===== config.mk =====
export PLATFORM = sky130hd
export DESIGN_NAME = digit_serial_adder
export DESIGN_NICKNAME = d
export VERILOG_FILES = /design/src/rtl/digit_serial_adder.sv
export SDC_FILE = /design/constraint.sdc
export NUM_CORES = 1
export LEC_CHECK = 0
export CORE_MARGIN = 1
export CORE_UTILIZATION = 54
export DETAILED_ROUTE_END_ITERATION = 6
export HOLD_SLACK_MARGIN = 0.03
export MAX_ROUTING_LAYER = met4
export PLACE_DENSITY = 0.85
export SYNTH_ARGS = -nofsm -noshare
export SYNTH_HDL_FRONTEND = slang
export SYNTH_SLANG_ARGS = --single-unit

===== constraint.sdc =====
create_clock -name clk -period 4.25 [get_ports clk]
set_input_delay 0.85 -clock clk [delete_from_list [all_inputs] [get_ports clk]]
set_output_delay 0.85 -clock clk [all_outputs]
set_load 0.02 [all_outputs]

===== src/rtl/digit_serial_adder.sv =====
// digit_serial_adder
//   Multi-cycle adder/subtractor. It processes DIGIT bits per clock through one
//   DIGIT-bit ripple chain, so a WIDTH-bit result takes N = WIDTH/DIGIT RUN cycles.
//
// Ports
//   clk    : clock, rising edge
//   rst    : synchronous active-high reset
//   start  : request an operation (accepted in IDLE or DONE)
//   sub    : 0 = add, 1 = subtract (sampled with start)
//   a, b   : operands (sampled with start)
//   cin    : carry-in for add, ignored for subtract (sampled with start)
//   busy   : digits are being processed
//   done   : one-cycle pulse, sum/cout/ovf valid
//   sum    : result, held from done until the next accepted start
//   cout   : carry out of bit WIDTH-1 (subtract: 1 = no borrow)
//   ovf    : signed overflow
module digit_serial_adder #(
    parameter int unsigned WIDTH = 16,
    parameter int unsigned DIGIT = 4
) (
    input  logic             clk,
    input  logic             rst,
    input  logic             start,
    input  logic             sub,
    input  logic [WIDTH-1:0] a,
    input  logic [WIDTH-1:0] b,
    input  logic             cin,
    output logic             busy,
    output logic             done,
    output logic [WIDTH-1:0] sum,
    output logic             cout,
    output logic             ovf
);

    localparam int unsigned N    = WIDTH / DIGIT;
    localparam int unsigned CW   = (N > 1) ? $clog2(N) : 1;
    localparam logic [CW-1:0] LAST = CW'(N - 1);

    generate
        if (WIDTH < 1 || DIGIT < 1 || (WIDTH % DIGIT) != 0) begin : g_bad_params
            $error("digit_serial_adder: WIDTH must be >= 1 and a multiple of DIGIT");
        end
    endgenerate

    typedef enum logic [1:0] {StIdle, StRun, StDone} state_e;

    state_e           state_q, state_d;
    logic [WIDTH-1:0] a_q, a_d;
    logic [WIDTH-1:0] b_q, b_d;
    logic [WIDTH-1:0] sum_q, sum_d;
    logic             carry_q, carry_d;
    logic             cout_q, cout_d;
    logic             ovf_q, ovf_d;
    logic [CW-1:0]    cnt_q, cnt_d;

    logic [DIGIT-1:0]       dig_sum;
    logic                   dig_carry;
    logic                   dig_msb_cin;
    logic                   rip_c;
    logic [WIDTH+DIGIT-1:0] sum_shift;

    // The operand registers shift right by one digit per RUN cycle, so the
    // current digit k always sits in the low DIGIT bits. This avoids a
    // WIDTH-wide digit-select mux on each operand.
    always_comb begin
        rip_c       = carry_q;
        dig_msb_cin = carry_q;
        dig_sum     = '0;
        for (int i = 0; i < int'(DIGIT); i++) begin
            dig_msb_cin = rip_c;
            dig_sum[i]  = a_q[i] ^ b_q[i] ^ rip_c;
            rip_c       = (a_q[i] & b_q[i]) | (rip_c & (a_q[i] ^ b_q[i]));
        end
        dig_carry = rip_c;
    end

    // Result digits enter at the top and move down; after N cycles digit k
    // has landed in bits k*DIGIT +: DIGIT.
    assign sum_shift = {dig_sum, sum_q};

    always_comb begin
        state_d = state_q;
        a_d     = a_q;
        b_d     = b_q;
        sum_d   = sum_q;
        carry_d = carry_q;
        cout_d  = cout_q;
        ovf_d   = ovf_q;
        cnt_d   = cnt_q;

        case (state_q)
            StIdle, StDone: begin
                if (start) begin
                    a_d     = a;
                    b_d     = sub ? ~b : b;
                    carry_d = sub | cin;
                    sum_d   = '0;
                    cnt_d   = '0;
                    state_d = StRun;
                end else begin
                    state_d = StIdle;
                end
            end
            StRun: begin
                a_d     = a_q >> DIGIT;
                b_d     = b_q >> DIGIT;
                sum_d   = sum_shift[WIDTH+DIGIT-1:DIGIT];
                carry_d = dig_carry;
                cnt_d   = cnt_q + 1'b1;
                if (cnt_q == LAST) begin
                    cout_d  = dig_carry;
                    // carry into the MSB of the last digit is the carry into bit WIDTH-1
                    ovf_d   = dig_carry ^ dig_msb_cin;
                    state_d = StDone;
                end
            end
            default: state_d = StIdle;
        endcase
    end

    always_ff @(posedge clk) begin
        if (rst) begin
            state_q <= StIdle;
            a_q     <= '0;
            b_q     <= '0;
            sum_q   <= '0;
            carry_q <= 1'b0;
            cout_q  <= 1'b0;
            ovf_q   <= 1'b0;
            cnt_q   <= '0;
        end else begin
            state_q <= state_d;
            a_q     <= a_d;
            b_q     <= b_d;
            sum_q   <= sum_d;
            carry_q <= carry_d;
            cout_q  <= cout_d;
            ovf_q   <= ovf_d;
            cnt_q   <= cnt_d;
        end
    end

    assign busy = (state_q == StRun);
    assign done = (state_q == StDone);
    assign sum  = sum_q;
    assign cout = cout_q;
    assign ovf  = ovf_q;

endmodule


==> out/results.txt <==
Seq cells post-synth: 55
Internal power: 731 uW
Synth warn: 0
Sequential area share after synthesis: 0.437
Worst Skew: 0.00586 ns
WL final: 4830 um
Clock slew at reported path FFs: 0.09 ns
Effective utilization at floorplan: 0.571
CP Class: flop to output port
Setup total negative slack: 0 ns
Slew of the pin with the lowest slew margin: 1.12 ns
Final Hold Violating Endpoints: 0
RR Startpoint: a_q[0]
Multi-input gate area: 0.00119 mm2
CTS Sinks: 55
Worst IR Drop VDD: 197 uV
Final Core Density: 0.688
Dpl ws: 1.43 ns
Number of max-cap violations: 0
Diode count: 0
DP Cell Count: 362
Core area: 0.00441 mm2
Num rows: 24
First-pass GRT wire length: 8190 um
Avg WL per Cell: 13.1 um
Worst Setup EP: busy
Overflow after GRT: 0
Cts hold-fix bufs: 0
Final instance area: 0.00304 mm2
Worst EP arrival: 1.77 ns
Final Non-Filler Cells: 368
Worst Setup End Kind: output port
FF/Latch Area: 0.00110 mm2
DRC errors left: 0
Final period util: 0.617
Clock share of power: 0.263
Cells after Synth: 280
Routed vias: 2,053
HP Class: flop to flop
Post CTS Setup Buffer Count: 0
Gate power share: 0.175
Pleak: 1.03 nW
Sw frac: 0.267
CTS Buf Count: 5
Share of cells above drive strength 1: 0.0728
Vias in the first global route: 1,891
Most frequent cells in the layout: dfxtp_1 (55), clkdlybuf4s50_1 (55), a21oi_1 (53)
Port buffer count: 56
Worst reg2reg setup slack: 1.92 ns
Htree depth: 2
Max-slew violations: 0
Post-DP Area: 0.00296 mm2
Routability cong.: 0.729
Cells on worst reg2reg path: 10
Gr usage total: 0.212
Worst EP required: 3.40 ns
Area growth, synth to finish: 20.5%
Die X: 70.3 um
Critical path origin: state_q[0]
Root buffer cell: clkbuf_8
Psw: 266 uW
Sequential power share: 0.561
Startpoint types: flop
Min Tclk post-route: 2.62 ns
DIE HEIGHT: 70.3 um
Pin count of the biggest net entering global routing: 56
Pwr Density: 329 mW/mm2
DP HPWL: 3050 um
Fill cell count: 388
Yosys cell types: 24
Net count after synthesis: 322
Via density: 5.58
DRT Pass-1 Iters: 4
CP max FO: 46
Initial antenna violation count: 0
Final setup margin: 1.63 ns
Max Fclk: 381 MHz
Die area: 0.00494 mm2
Tot Pwr: 997 uW
Syn_area_per_cell: 9.00 um2
Clk_lat worst skew: 0.31 ns
Final setup viols: 0
Slew Limit Headroom: 0.253
1st-iter DRT viols: 169
Final #Nets: 359
# IOs: 57
Synth Cell Area: 0.00252 mm2
Post-CTS Resized: 0
Status: finished clean
RR Endpoint: ovf
TritonCTS clock tree: yes
Clock Path Buffers: 2
Fin Hold WS: 0.466 ns
Post-DRT Antenna Nets: 0
RSZ-0062 raised after global routing: no
[critical path, stage by stage, from the launching register on]
cell,delay (ns)
dfxtp_1,0.42
nand2b_2,0.13
inv_8,0.24
clkdlybuf4s50_1,0.66
[layer usage]
layer  up-vias  share of wire  GRT usage
li1       1040              -          -
met1       942           0.44      0.242
met2        65           0.50      0.369
met3         6          0.051     0.0447
met4         0          0.013     0.0622
met5         -              0          -
[cell type report]
class	count	share of cell area
clock buffer	6	0.0239
inverter	8	0.0124
multi-input combinational	189	0.392
sequential	55	0.363
tap	52	0.0214
timing repair buffer	58	0.188
[worst min-delay path by stage]
| stage | start | endpoint | cells past startpoint |
|---|---|---|---|
| 2_1_floorplan | b_q[12] | b_q[12] | 2 |
| 3_3_place_gp | ovf | ovf | 2 |
| 3_5_place_dp | sum[1] | sum[1] | 2 |
| 4_1_cts | sum[1] | sum[1] | 2 |
| 5_1_grt | b_q[8] | b_q[8] | 2 |
| 6_report | sum[1] | sum[1] | 2 |
[synth_stat cells (all sizes together)]
master | count | share of area
nor2 | 3 | 0.0045
buf | 22 | 0.070
nand3b | 1 | 0.0030
fa | 4 | 0.032
a22oi | 24 | 0.091
a21oi | 53 | 0.11
dfxtp | 55 | 0.44
o22a | 1 | 0.0035
o21a | 1 | 0.0030
xor2 | 16 | 0.056
ha | 1 | 0.0050
nand2b | 5 | 0.012
nor2b | 2 | 0.0050
nand2 | 24 | 0.036
clkbuf | 6 | 0.0089
nand3 | 52 | 0.10
inv | 8 | 0.015
xnor2 | 1 | 0.0035
a311oi | 1 | 0.0060
[logic make-up after synthesis]
| family | after synthesis | synth area share |
|---|---|---|
| fa+ha+maj | 5 | 0.0368 |
| compound gates | 80 | 0.209 |
| flops | 55 | 0.437 |
| simple gates | 87 | 0.164 |
| xor+xnor | 17 | 0.0591 |
| buf+inv | 36 | 0.0939 |
[power by group through the flow]
stage	registers, mW	clock network (mW)	logic (mW)
after floorplan	0.572	0	0.127
after global placement	0.571	0	0.173
after detailed placement	0.572	0	0.175
after CTS	0.560	0.270	0.176
after global routing	0.563	0.289	0.193
final	0.560	0.262	0.175
[state kept, by name, indices dropped and copies added (netlist names)]
name and cells:
ovf 1, a_q 16, state_q 2, b_q 16, sum 16, carry_q 1
cnt_q 2, cout 1
(Power assumes the default switching activity.)
